--- src/rtl/eth_tx_framer.sv ---
// eth_tx_framer: RMII (one dibit per clock) Ethernet transmit framer.
// Sends preamble/SFD, the MAC header, a fixed-length payload pulled from an
// upstream dibit source, the CRC-32 FCS, and then holds the line idle for the
// inter-frame gap.
//
// Handshake: a source dibit transfers on a rising clk edge where axiiv=1 and
// stall=0. While stall=1 the source holds axiid/axiiv. stall is only low
// during the payload consumption window. If axiiv=0 inside that window, the
// framer still takes a dibit: it uses 00 and marks the frame bad.
//
// Optional build macro ETH_TX_CANCEL_EN adds the `cancelled` input. It aborts
// the frame in flight and jumps to the inter-frame gap.
//
// dbg_state exposes the FSM state. IDLE encodes as 0.
module eth_tx_framer #(
  parameter logic [47:0] DEST_MAC      = 48'hFFFF_FFFF_FFFF,
  parameter logic [47:0] SRC_MAC       = 48'h69_69_5A_06_54_91,
  parameter logic [15:0] ETHERTYPE     = 16'h88B5,
  parameter int          PAYLOAD_BYTES = 46,
  parameter int          IFG_CYCLES    = 48
) (
  input  logic       clk,
  input  logic       rst,
  input  logic       axiiv,
  input  logic [1:0] axiid,
`ifdef ETH_TX_CANCEL_EN
  input  logic       cancelled,
`endif
  output logic       stall,
  output logic       phy_txen,
  output logic [1:0] phy_txd,
  output logic [2:0] dbg_state
);

  typedef enum logic [2:0] {
    IDLE     = 3'd0,
    PREAMBLE = 3'd1,
    HEADER   = 3'd2,
    PAYLOAD  = 3'd3,
    FCS      = 3'd4,
    GAP      = 3'd5
  } state_t;

  localparam logic [111:0] HDR            = {DEST_MAC, SRC_MAC, ETHERTYPE};
  localparam logic [31:0]  CRC_INIT       = 32'hFFFF_FFFF;
  localparam logic [15:0]  PRE_LAST       = 16'd31;
  localparam logic [15:0]  HDR_LAST       = 16'd55;
  localparam logic [15:0]  PREFETCH_FIRST = 16'd52;
  localparam logic [15:0]  PAY_LAST       = 16'(4 * PAYLOAD_BYTES - 1);
  localparam logic [15:0]  WIN_LAST       = 16'(4 * PAYLOAD_BYTES - 5);
  localparam logic [15:0]  FCS_LAST       = 16'd15;
  localparam logic [15:0]  IFG_LAST       = 16'(IFG_CYCLES - 1);

  state_t      state, state_n;
  logic [15:0] cnt, cnt_n;
  logic [31:0] crc;
  logic        bad;
  logic [1:0]  col0, col1, col2;        // collecting d7d6, d5d4, d3d2 of the incoming byte
  logic [1:0]  hold76, hold54, hold32;  // previous byte, being replayed in wire order
  logic        txen_n;
  logic [1:0]  txd_n;
  logic [1:0]  in_dibit;
  logic        consume;
  logic        cancel_req;
  logic [6:0]  hdr_idx;
  logic [4:0]  fcs_idx;
  logic [31:0] fcs_word;

  // Reflected CRC-32: the dibit's bit 0 goes on the wire first, then bit 1.
  function automatic logic [31:0] crc_step(input logic [31:0] c, input logic [1:0] d);
    logic [31:0] r;
    r = c;
    for (int i = 0; i < 2; i++) begin
      if (r[0] ^ d[i]) r = (r >> 1) ^ 32'hEDB8_8320;
      else             r = r >> 1;
    end
    return r;
  endfunction

`ifdef ETH_TX_CANCEL_EN
  assign cancel_req = cancelled && (state != IDLE) && (state != GAP);
`else
  assign cancel_req = 1'b0;
`endif

  assign dbg_state = state;
  assign in_dibit  = axiiv ? axiid : 2'b00;
  assign consume   = !stall;

  // Open the consumption window for the last four header cycles (prefetch of
  // byte 0) through the payload cycle that takes the final dibit.
  always_comb begin
    stall = 1'b1;
    if (state == HEADER && cnt >= PREFETCH_FIRST) stall = 1'b0;
    if (state == PAYLOAD && cnt <= WIN_LAST)      stall = 1'b0;
    if (cancel_req)                               stall = 1'b1;
  end

  // Next-state and per-state cycle counter.
  always_comb begin
    state_n = state;
    cnt_n   = cnt + 16'd1;
    case (state)
      IDLE: begin
        cnt_n = '0;
        if (axiiv) state_n = PREAMBLE;
      end
      PREAMBLE: if (cnt == PRE_LAST) begin state_n = HEADER;  cnt_n = '0; end
      HEADER:   if (cnt == HDR_LAST) begin state_n = PAYLOAD; cnt_n = '0; end
      PAYLOAD:  if (cnt == PAY_LAST) begin state_n = FCS;     cnt_n = '0; end
      FCS:      if (cnt == FCS_LAST) begin state_n = GAP;     cnt_n = '0; end
      GAP:      if (cnt == IFG_LAST) begin state_n = IDLE;    cnt_n = '0; end
      default:  begin state_n = IDLE; cnt_n = '0; end
    endcase
    if (cancel_req) begin
      state_n = GAP;
      cnt_n   = '0;
    end
  end

  // Select the dibit for the cycle being entered, so the registered pins
  // line up with the state register.
  always_comb begin
    txen_n   = 1'b0;
    txd_n    = 2'b00;
    hdr_idx  = 7'd104 - {cnt_n[5:2], 3'b000} + {4'b0000, cnt_n[1:0], 1'b0};
    fcs_idx  = {cnt_n[3:0], 1'b0};
    fcs_word = bad ? crc : ~crc;
    case (state_n)
      PREAMBLE: begin
        txen_n = 1'b1;
        txd_n  = (cnt_n == PRE_LAST) ? 2'b11 : 2'b01;
      end
      HEADER: begin
        txen_n = 1'b1;
        txd_n  = HDR[hdr_idx +: 2];
      end
      PAYLOAD: begin
        txen_n = 1'b1;
        case (cnt_n[1:0])
          2'd0:    txd_n = in_dibit;  // d1d0 goes straight out as it arrives
          2'd1:    txd_n = hold32;
          2'd2:    txd_n = hold54;
          default: txd_n = hold76;
        endcase
      end
      FCS: begin
        txen_n = 1'b1;
        txd_n  = fcs_word[fcs_idx +: 2];
      end
      default: ;
    endcase
  end

  // State, counter and registered PHY pins.
  always_ff @(posedge clk or negedge rst) begin
    if (!rst) begin
      state    <= IDLE;
      cnt      <= '0;
      phy_txen <= 1'b0;
      phy_txd  <= 2'b00;
    end else begin
      state    <= state_n;
      cnt      <= cnt_n;
      phy_txen <= txen_n;
      phy_txd  <= txd_n;
    end
  end

  // Running CRC over the header/payload dibits sent, plus the sticky underrun flag.
  always_ff @(posedge clk or negedge rst) begin
    if (!rst) begin
      crc <= CRC_INIT;
      bad <= 1'b0;
    end else begin
      if (state_n == HEADER || state_n == PAYLOAD) crc <= crc_step(crc, txd_n);
      else if (state == GAP || state == IDLE)      crc <= CRC_INIT;
      if (state == GAP)              bad <= 1'b0;
      else if (consume && !axiiv)    bad <= 1'b1;
    end
  end

  // Double buffer: collect three dibits of a byte, then hand them to the hold
  // registers when the fourth arrives.
  always_ff @(posedge clk or negedge rst) begin
    if (!rst) begin
      col0 <= 2'b00; col1 <= 2'b00; col2 <= 2'b00;
      hold76 <= 2'b00; hold54 <= 2'b00; hold32 <= 2'b00;
    end else if (state == GAP) begin
      col0 <= 2'b00; col1 <= 2'b00; col2 <= 2'b00;
      hold76 <= 2'b00; hold54 <= 2'b00; hold32 <= 2'b00;
    end else if (consume) begin
      case (cnt[1:0])
        2'd0: col0 <= in_dibit;
        2'd1: col1 <= in_dibit;
        2'd2: col2 <= in_dibit;
        default: begin
          hold76 <= col0;
          hold54 <= col1;
          hold32 <= col2;
        end
      endcase
    end
  end

endmodule

--- config.mk ---
export PLATFORM = sky130hd
export DESIGN_NAME = eth_tx_framer
export DESIGN_NICKNAME = d
export VERILOG_FILES = /design/src/rtl/eth_tx_framer.sv
export SDC_FILE = /design/constraint.sdc
export NUM_CORES = 1
export LEC_CHECK = 0
export BUFFER_PORTS_ARGS = -buffer_cell sky130_fd_sc_hd__buf_2
export CAP_MARGIN = 40
export CORE_AREA = 2 2 107 109
export CTS_CLUSTER_DIAMETER = 30
export DETAILED_ROUTE_END_ITERATION = 10
export DIE_AREA = 0 0 109 111
export GPL_TIMING_DRIVEN = 0
export PLACE_DENSITY = 0.66
export SETUP_SLACK_MARGIN = 0.2
export SYNTH_ARGS = -nofsm -noshare
export SYNTH_HDL_FRONTEND = slang
export SYNTH_SLANG_ARGS = --single-unit
--- constraint.sdc ---
create_clock -name clk -period 10.05 [get_ports clk]
set_clock_uncertainty 0.05 [all_clocks]
set_input_delay 1.5075 -clock clk [delete_from_list [all_inputs] [get_ports clk]]
set_output_delay 1.5075 -clock clk [all_outputs]
set_load 0.01 [all_outputs]
==> results by group, run 1 <==
Clocking
  – Htree depth: 3
  – Max Root-Sink Buffers: 2
  – Sink Count: 67
  – CTS resizes: 0
  – Reg clk slew, reported paths: 0.06 ns
  – Postcts setup bufs: 0
  – Worst skew pair latency: 0.35 ns
  – Hold_buf cts: 0
  – Total CTS buffers: 9
  – CTS root buf: clkbuf_16
  – CTS tree: built

Worst setup path
  – FF-to-FF setup slack: 4.11 ns
  – CP Launch Type: flip-flop
  – CP dominant cell by count: buf_2
  – Critical Path AT: 6.14 ns
  – Path depth of the worst reg2reg path: 21
  – CP Capture Type: flip-flop
  – Critical-path maximum fanout: 10
  – R2r endpoint: crc[8]$_DFFE_PN1P_
  – Slowest Stage Delay on Critical Path: 0.44 ns
  – FF-to-FF Start: cnt[0]$_DFF_PN0_
  – Req. time, crit path: 10.25 ns
  – Setup Crit Path Kind: flip-flop to flip-flop
  – CP Cell Sequence: clkbuf_1, buf_1, buf_4, inv_1, ha_1, buf_2, buf_2, and2_1, inv_1, ha_1, nor2b_1, nand2_1, mux2i_1, o311ai_0, o211ai_1, o311ai_1, o221ai_2, nand4_1, buf_2, a22oi_1, o31ai_1
  – CP max-delay cell: buf_1

Global route
  – Global-route wire length before repair: roughly 23 mm
  – Initial antenna violation count: 0
  – Vias in the first global route: 4463
  – Gr ovfl total: 0
  – Largest net degree at the start of global routing: 39
  – Gr usage total: 0.246

Drt
  – Antenna-violating nets left: 0
  – DR vias: 4596
  – Drt pass-1 iters: 5
  – DRC viols: 0
  – DR WL/cell: 19.2 µm
  – Initial drt markers: 437
  – Total Routed Length: 14.1 mm
  – Vias/cell: roughly 6.2

Finish
  – # diodes: 0
  – Area grow syn2layout: 12.4%
  – Final net count: approximately 610
  – Design Area, Final: 0.00564 mm²
  – Proportion of layout cells with a drive suffix above 1: 0.190
  – Core Util, Final: 0.509

Placed design
  – Buffers on Ports: 11
  – DP HPWL: 10.1 mm
  – Gpl congestion: 0.886
  – Placed cell areas: 0.00528 mm²

STA
  – Max-slew violations: 0
  – RSZ-0062 raised after global routing: no
  – Fmax: 168 MHz
  – TNS Setup: 0 ns
  – Worst-Margin Slew: 0.756 ns
  – Final hold vios: 0
  – Final setup viols: 0
  – Crit path time final: about 6 ns
  – Rel. slew slack: 0.494
  – WHS: 0.415 ns
  – Final period util: 0.591

Die
  – Core Area: about 0.011 mm²
  – Ports: 12
  – Chip width: 109 µm
  – Die Area: 0.0121 mm²
  – Initial Util: 0.453
  – Site row count: 39
  – Vert. Die Dim: 111 µm

Flow run
  – Max-Cap Viols: 0

Logic synthesis
  – FFs w/ async S/R, synth: 1.00
  – Average cell area after synthesis: 8.85 µm²
  – Synth warn: 0
  – Post-Synthesis Cells: 567
  – Unique masters post-synth: 80
  – Syn Nets: 582
  – Post-synth EDFFs: 0
  – Post-synthesis sequential area ratio: 0.342
  – Flops & latches, synth: 67
  – Mapped Area: 0.00502 mm²
  – Main synth FF type: dfrtp_1

Min path
  – Hold worst-path end: crc[1]$_DFFE_PN1P_
  – Hold Crit Class: flip-flop to flip-flop
  – Hold path startpoint: crc[3]$_DFFE_PN1P_
  – WHS Path Cells: 2

Power and ir drop
  – Total Power: 678 µW
  – Peak VDD IR: approximately 0.11 mV
  – LEAKAGE: 0.00238 µW
  – Power per standard cell area: 120 mW/mm²

Run status
  – Status: finished clean
## per-stage QoR
| stage | instances | setup slack, ns |
|---|---|---|
| 3_5_place_dp | 722 | 4.23 |
| 4_1_cts | 738 | 4.20 |
| 2_1_floorplan | 567 | 5.32 |
| 6_report | 738 | 4.11 |
| 3_3_place_gp | 721 | 4.37 |
| 5_1_grt | 738 | 3.72 |
## worst max-delay path: cells and delay by family (launching register included)
| family | cells | cell delay (ns) |
|---|---|---|
| compound gates | 6 | 1.21 |
| simple gates | 4 | 1.06 |
| flops | 1 | 0.37 |
| buf+inv | 8 | 2.25 |
| fa+ha+maj | 2 | 0.67 |
| mux | 1 | 0.22 |
## cells by family after synthesis
logic type	share of synthesized area
AO/OA/AOI/OAI	0.230
XOR/XNOR	0.0471
adder cells (fa/ha/maj)	0.0249
buffers and inverters	0.0551
flip-flops	0.342
multiplexers	0.0548
AND/OR/NAND/NOR	0.246
## state kept, by name, indices dropped and copies added, names as in the netlist
register	flops
bad	1
cnt	16
col0	2
col1	2
col2	2
crc	32
dbg_state	3
hold32	2
hold54	2
hold76	2
phy_txd	2
phy_txen	1
## cells in the mapped netlist, types with 17 or more instances
library cell  instances  share of area
a21oi_1              19          0.019
clkbuf_1             17          0.013
dfrtp_1              35           0.17
dfstp_2              32           0.17
inv_1                18          0.013
mux2i_1              23          0.046
nand2_1              49          0.037
nor2_1               58          0.043
nor3_1               22          0.022
o21ai_0              37          0.037
or3_1                23          0.029
xor2_1               17          0.030
## routing by layer
metal | vias up | part of all wire | GRT usage
met5 | - | 0 | 0
met1 | 2233 | 0.44 | 0.337
li1 | 2139 | - | -
met2 | 199 | 0.47 | 0.383
met3 | 25 | 0.063 | 0.0359
met4 | 0 | 0.023 | 0.106
## layout by cell type (no fill, tap or decap), types with 3 or more instances in the layout
cell type	instances
a211oi_1	3
nor2_1	58
nand3_1	11
buf_6	4
dfstp_2	32
or4_1	4
ha_1	10
clkbuf_1	18
and3_1	4
nand2b_1	9
and4_1	9
clkbuf_16	9
a31oi_1	7
mux2i_1	23
nor3_2	3
a21oi_1	19
or3_1	23
o211ai_1	7
bufinv_16	4
nor3_1	22
o31ai_1	7
o31a_1	12
o21ai_0	37
buf_4	8
a21boi_0	8
a21o_1	4
a21boi_1	3
dfrtp_1	35
and2_1	4
buf_2	18
xnor2_1	10
nand2_1	49
xor2_1	17
inv_1	18
a22oi_1	8
a221oi_1	3
nand4_1	7
nor2b_1	3
o21ai_1	3
## cell type report
type / instances / area (µm²)
buffer: 38 / 209
fill: 1044 / 5440
multi-input combinational: 444 / 3030
clock inverter: 5 / 124
clock buffer: 11 / 243
timing repair buffer: 12 / 77.6
inverter: 18 / 67.6
tap: 143 / 179
sequential: 67 / 1720
## report_power, final
group	leakage [µW]	internal (µW)	switching, µW
Sequential	0.000783	272	0.627
Combinational	0.00142	2.45	6.80
Clock	0.000177	273	123
## worst max path at each step
stage | from | end | slack (ns)
2_1_floorplan | cnt[8]$_DFF_PN0_ | crc[14]$_DFFE_PN1P_ | 5.32
3_3_place_gp | cnt[0]$_DFF_PN0_ | crc[20]$_DFFE_PN1P_ | 4.37
3_5_place_dp | cnt[0]$_DFF_PN0_ | crc[8]$_DFFE_PN1P_ | 4.23
4_1_cts | cnt[0]$_DFF_PN0_ | crc[8]$_DFFE_PN1P_ | 4.20
5_1_grt | cnt[0]$_DFF_PN0_ | crc[8]$_DFFE_PN1P_ | 3.72
6_report | cnt[0]$_DFF_PN0_ | crc[8]$_DFFE_PN1P_ | 4.11
Power figures use the tool's default switching activity.
==> run 2, diff against run 1 <==
Settings changed: PLACE_DENSITY 0.66 to 0.68.
Clock period 10.05 ns to 4.8 ns, I/O delays scaled along.
==> results by group, run 2 (same netlist as run 1, synthesis figures left out) <==
Run status
  – Status: finished clean

Finish
  – Design Area, Final: 0.00635 mm² (+13%)
  – FILL cells: 957 (-8.3%)
  – Reg with most FFs: crc
  – Area grow syn2layout: 26.5%
  – Area of the multi-input gates: 0.00333 mm² (+10%)
  – Core Util, Final: 0.573 (+0.0639)
  – Sequential standard cell area: 0.00172 mm² (+0.15%)
  – Final net count: 660 (+9.1%)
  – Proportion of layout cells with a drive suffix above 1: 0.325 (+0.135)
  – # diodes: 0 (unchanged)
  – Commonest non-fill, non-tap cell in the layout: buf_4
  – Max reg flops: 32 (unchanged)
  – Most frequent cells in the layout: buf_4 (58), nor2_1 (56), nand2_1 (47), o21ai_0 (34), dfrtp_1 (33)

Worst setup path
  – Buf/Inv on CP: 4 (-4)
  – CP Cell Sequence: or4_4, buf_8, or4_4, a2bb2oi_4, a31oi_4, and2_4, inv_6, ha_4, nor2b_4, nand2_4, mux2i_2, o311ai_1, o211ai_1, o311ai_2, o221ai_2, buf_6, nand4_1, buf_4, and4_1, o31ai_2
  – CP dominant cell by count: or4_4
  – Req. time, crit path: 4.99 ns (-5.26 ns)
  – Cell family with most CP delay: simple AND/OR/NAND/NOR gates
  – CP Capture Type: flip-flop
  – Slowest Stage Delay on Critical Path: 0.56 ns (+0.12 ns)
  – Critical-path maximum fanout: 8 (-2)
  – CP max-delay cell: or4_4
  – CP Launch Type: flip-flop
  – Critical Path AT: 4.89 ns (-1.25 ns)
  – Setup Crit Path Kind: flip-flop to flip-flop

STA
  – Final hold vios: 0 (unchanged)
  – Final setup viols: 0 (unchanged)
  – Worst-Margin Slew: 0.929 ns (+0.173 ns)
  – Crit path time final: 4.70 ns (-1.24 ns)
  – Max-slew violations: 0 (unchanged)
  – WHS: 0.415 ns (+0.0000760 ns)
  – Final period util: 0.979 (+0.388)
  – Rel. slew slack: 0.380 (-0.114)
  – RSZ-0062 raised after global routing: yes
  – Fmax: 213 MHz (+26%)
  – TNS Setup: 0 ns (unchanged)

Clocking
  – Sink Count: 67 (unchanged)
  – Htree depth: 3 (unchanged)
  – CTS tree: built
  – Reg clk slew, reported paths: 0.06 ns (about the same)
  – Worst skew pair latency: 0.34 ns (about the same)
  – CTS root buf: clkbuf_16
  – Hold_buf cts: 0 (unchanged)
  – Total CTS buffers: 9 (unchanged)
  – Max Root-Sink Buffers: 2 (unchanged)

Drt
  – DR WL/cell: 19.6 µm (+2.3%)
  – Total Routed Length: 15.5 mm (+9.9%)
  – DRC viols: 0 (unchanged)
  – Drt pass-1 iters: 6 (+1)
  – Initial drt markers: 625 (+43%)
  – DR vias: 4928 (+7.2%)
  – Antenna-violating nets left: 0 (unchanged)
  – Vias/cell: 6.21 (-0.21%)

Power and ir drop
  – Sw Pwr: 256 µW (+96%)
  – Power per standard cell area: 192 mW/mm² (+60%)
  – Switch share: 0.210 (+0.0177)
  – Flop pwr share: 0.468 (+0.066)
  – Peak VDD IR: 0.114 mV (+3.9%)
  – Internal Power: 963 µW (+76%)
  – LEAKAGE: 0.00272 µW (+14%)
  – Clk pwr share: 0.518 (-0.067)
  – Combinational power share: 0.014 (about the same)

Die
  – Core Area: 0.0111 mm² (unchanged)
  – Initial Util: 0.453 (unchanged)
  – Chip width: 109 µm (unchanged)
  – Die Area: 0.0121 mm² (unchanged)
  – Vert. Die Dim: 111 µm (unchanged)
  – Site row count: 39 (unchanged)
  – Ports: 12 (unchanged)

Global route
  – Global-route wire length before repair: 24.0 mm (+3.7%)
  – Initial antenna violation count: 0 (unchanged)
  – Gr usage total: 0.255 (+0.00900)
  – Largest net degree at the start of global routing: 68 (+74%)
  – Vias in the first global route: 4657 (+4.3%)
  – Gr ovfl total: 0 (unchanged)

Placed design
  – DP HPWL: 10.1 mm (-0.24%)
  – Placed cell areas: 0.00530 mm² (+0.45%)
  – Gpl congestion: 0.916 (+3.3%)
  – Buffers on Ports: 11 (unchanged)

Min path
  – Hold Crit Class: flip-flop to flip-flop

Flow run
  – Max-Cap Viols: 0 (unchanged)
-- run 2: final cells by class --
cell class,count,share of cell area
Inverter,18,0.0114
Sequential cell,67,0.271
Timing Repair Buffer,67,0.0804
Clock inverter,2,0.00158
Buffer,38,0.0400
Tap cell,143,0.0282
Multi-Input combinational cell,444,0.525
Clock buffer,14,0.0432
-- run 2: what timing repair did --
item	4_1_cts	5_1_grt
pin swaps	31	28
resized for setup	48	41
endpoints found under the setup margin	23	20
setup buffers	29	24
gates cloned	2	1
-- run 2: path summary, 6_finish.rpt --
path / start / to / slack (ns) / cells past startpoint
setup / recovery: cnt[9]$_DFF_PN0_ / crc[20]$_DFFE_PN1P_ / 0.1 / 20
hold / removal: crc[4]$_DFFE_PN1P_ / crc[2]$_DFFE_PN1P_ / 0.41 / 2
setup reg to reg: cnt[9]$_DFF_PN0_ / crc[20]$_DFFE_PN1P_ / 0.1 / 20
hold reg to reg: crc[4]$_DFFE_PN1P_ / crc[2]$_DFFE_PN1P_ / 0.41 / 2
max in group asynchronous: rst / cnt[12]$_DFF_PN0_ / 3.68 / 1
min in group asynchronous: rst / cnt[6]$_DFF_PN0_ / 0.42 / 1
-- run 2: power by group through the flow --
stage	Clock (µW)	Sequential, µW	Combinational [µW]
floorplan	0	579	3.65
global placement	0	579	17.8
detailed placement	0	579	18.6
CTS	639	570	18.6
global route	669	570	20.5
finish	631	570	17.2
-- run 2: stage by stage --
stage          worst slack, ns  cells  power [µW]
3_5_place_dp            -0.937    721         598
6_report                0.0992    793        1220
3_3_place_gp            -0.815    721         597
4_1_cts                  0.217    768        1230
5_1_grt                -0.0443    793        1260
2_1_floorplan            0.289    567         583
-- run 2: worst reg2reg max path: cells and delay by family, from the launching register on --
kind	cells	cell delay [ns]
AO/OA/AOI/OAI	7	1.27
buffers and inverters	4	0.58
adder cells (fa/ha/maj)	1	0.12
flip-flops	1	0.39
AND/OR/NAND/NOR	7	1.95
multiplexers	1	0.22
-- run 2: per-layer routing --
layer,vias to the layer above,share of wire,global-route usage
li1,2251,-,-
met1,2379,0.43,0.350
met2,253,0.47,0.402
met3,45,0.079,0.0547
met4,0,0.026,0.0735
met5,-,0,0
==> run 3, diff against run 2 <==
Settings changed: CORE_AREA 2 2 107 109 to 2 2 133 135, DIE_AREA 0 0 109 111 to 0 0 135 137, PLACE_DENSITY 0.68 to 0.49, SKIP_LAST_GASP set to 1.
==> results by group, run 3 (same netlist as run 1, synthesis figures left out) <==
Worst setup path
  – Critical Path AT: 4.89 ns (about the same)
  – CP Launch Type: flip-flop
  – Critical-path maximum fanout: 8 (unchanged)
  – Setup Crit Path Kind: flip-flop to flip-flop
  – FF-to-FF setup slack: 0.12 ns (+0.02 ns)
  – CP Capture Type: flip-flop
  – Req. time, crit path: 5.01 ns (+0.02 ns)

Drt
  – Antenna-violating nets left: 0 (unchanged)
  – Top Layer Used: met4
  – DRC viols: 0 (unchanged)
  – DR vias: 4755 (-3.5%)
  – Met3 wirelength from detailed routing: 616 µm (-50%)
  – Total Routed Length: 16.6 mm (+6.7%)
  – Initial drt markers: 389 (-38%)
  – DR WL/cell: 18.9 µm (-3.6%)
  – Vias/cell: 5.42 (-13%)
  – DR WL met2: 7.93 mm (+9.3%)
  – Drt pass-1 iters: 5 (-1)
  – Post-Route M1 WL: 7.62 mm (+14%)

Finish
  – Area grow syn2layout: 31.6%
  – Max reg flops: 32 (unchanged)
  – Non-Filler Instances: 878 (+11%)
  – Most frequent cells in the layout: nor2_1 (56), buf_4 (53), nand2_1 (47), o21ai_0 (34)
  – Final net count: 663 (+0.45%)
  – Commonest non-fill, non-tap cell in the layout: nor2_1
  – # diodes: 0 (unchanged)
  – Reg with most FFs: crc
  – Design Area, Final: 0.00661 mm² (+4.0%)
  – FILL cells: 1753 (+83%)
  – Sequential standard cell area: 0.00172 mm² (about the same)
  – Core Util, Final: 0.387 (-0.186)
  – Proportion of layout cells with a drive suffix above 1: 0.331 (+0.00617)
  – Area of the multi-input gates: 0.00334 mm² (+0.15%)

Global route
  – Initial antenna violation count: 0 (unchanged)
  – Gr usage total: 0.184 (-0.0708)
  – Global-route wire length before repair: 26.1 mm (+8.8%)
  – Gr ovfl total: 0 (unchanged)
  – Vias in the first global route: 4685 (+0.60%)
  – Largest net degree at the start of global routing: 43 (-37%)

STA
  – Worst-Margin Slew: 0.880 ns (-0.0492 ns)
  – Final hold vios: 0 (unchanged)
  – Max-slew violations: 0 (unchanged)
  – Rel. slew slack: 0.413 (+0.0328)
  – Crit path time final: 4.68 ns (-0.0160 ns)
  – Fmax: 213 MHz (+0.34%)
  – Final WS setup: 0.115 ns (+0.0160 ns)
  – Final period util: 0.976 (-0.00333)
  – Final setup viols: 0 (unchanged)
  – RSZ-0062 raised after global routing: yes

Min path
  – Hold Crit Class: input port to async pin

Flow run
  – Max-Cap Viols: 0 (unchanged)

Die
  – Vert. Die Dim: 137 µm (+23%)
  – Chip width: 135 µm (+24%)
  – Die Area: 0.0185 mm² (+53%)
  – Ports: 12 (unchanged)
  – Core Area: 0.0171 mm² (+54%)
  – Site row count: 48 (+23%)
  – Initial Util: 0.294 (-0.159)

Placed design
  – DP HPWL: 11.1 mm (+9.5%)
  – DP Worst Slack: -1.05 ns (-0.112 ns)
  – Placed cell areas: 0.00542 mm² (+2.3%)
  – Post-Place Cells: 804 (+12%)
  – Gpl congestion: 0.861 (-6.0%)
  – Buffers on Ports: 11 (unchanged)

Clocking
  – Total CTS buffers: 9 (unchanged)
  – Htree depth: 3 (unchanged)
  – Worst skew pair latency: 0.35 ns (about the same)
  – Sink Count: 67 (unchanged)
  – CTS root buf: clkbuf_16
  – CTS tree: built
  – Max Root-Sink Buffers: 2 (unchanged)
  – Reg clk slew, reported paths: 0.06 ns (about the same)

Power and ir drop
  – Power per standard cell area: 195 mW/mm² (+1.5%)
  – LEAKAGE: 0.00277 µW (+1.6%)
  – Peak VDD IR: 0.171 mV (+49%)

Run status
  – Status: finished clean
-- run 3: cell types whose count changed in the layout (fill, tap and decap cells not counted), sizes merged --
| cell | before | now |
|---|---|---|
| buf | 88 | 90 |
| clkbuf | 31 | 30 |
| inv | 18 | 19 |
| bufinv | 0 | 1 |
-- run 3: per-stage QoR --
stage	setup TNS, ns	hold WS, ns	power [µW]
finish	0	0.249	1290
global route	-0.142	0.272	1330
CTS	0	0.255	1300
detailed placement	-21.04	0.411	600
global placement	-21.15	0.406	598
floorplan	0	0.374	583
-- run 3: per-layer routing --
layer	up-vias	GRT usage
li1	2259	-
met1	2357	0.239
met2	108	0.303
met3	31	0.0344
met4	0	0.0723
met5	-	0
-- run 3: area by class of cell --
type | instances | area share
Inverter | 18 | 0.0106
Multi-Input combinational cell | 444 | 0.505
Timing Repair Buffer | 70 | 0.0936
Buffer | 38 | 0.0419
Clock inverter | 4 | 0.00701
Clock buffer | 12 | 0.0390
Tap cell | 225 | 0.0426
Sequential cell | 67 | 0.260
-- run 3: path summary, 6_finish.rpt --
check / end / cells after the start / from
setup / recovery: crc[19]$_DFFE_PN1P_ / 23 / cnt[11]$_DFF_PN0_
hold / removal: col1[1]$_DFFE_PN0P_ / 1 / rst
setup reg to reg: crc[19]$_DFFE_PN1P_ / 23 / cnt[11]$_DFF_PN0_
hold reg to reg: crc[13]$_DFFE_PN1P_ / 2 / crc[15]$_DFFE_PN1P_
max in group asynchronous: crc[1]$_DFFE_PN1P_ / 2 / rst
min in group clk: crc[13]$_DFFE_PN1P_ / 2 / crc[15]$_DFFE_PN1P_
-- run 3: where the power goes --
part | switching [µW] | leakage (µW) | total, µW | internal (µW)
clock | 264 | 0.000152 | 697 | 433
combinational | 14.9 | 0.00183 | 20.1 | 5.15
sequential | 1.25 | 0.000778 | 570 | 569
-- run 3: critical path, stage by stage, from the launching register on --
cell and delay (ns):
dfrtp_2 0.41, or4_4 0.56, buf_12 0.16, nor4_4 0.33, o22ai_4 0.14, o31ai_4 0.31, buf_6 0.15, nor2_4 0.04
inv_2 0.10, buf_6 0.11, ha_4 0.15, nor2b_4 0.05, nand2_2 0.09, nand2_2 0.08, buf_6 0.16, o211ai_1 0.29
o311ai_2 0.18, o221ai_2 0.23, buf_6 0.15, nand4_1 0.12, buf_4 0.19, buf_6 0.12, and4_1 0.17, o31ai_1 0.24
-- run 3: what timing repair did --
| item | in CTS | in global routing |
|---|---|---|
| pin swaps | 31 | 18 |
| gates resized for setup | 67 | 29 |
| setup endpoints to repair | 23 | 20 |
| setup buffers | 38 | 16 |
| gates cloned | 3 | 1 |
| hold buffers | 0 | 0 |
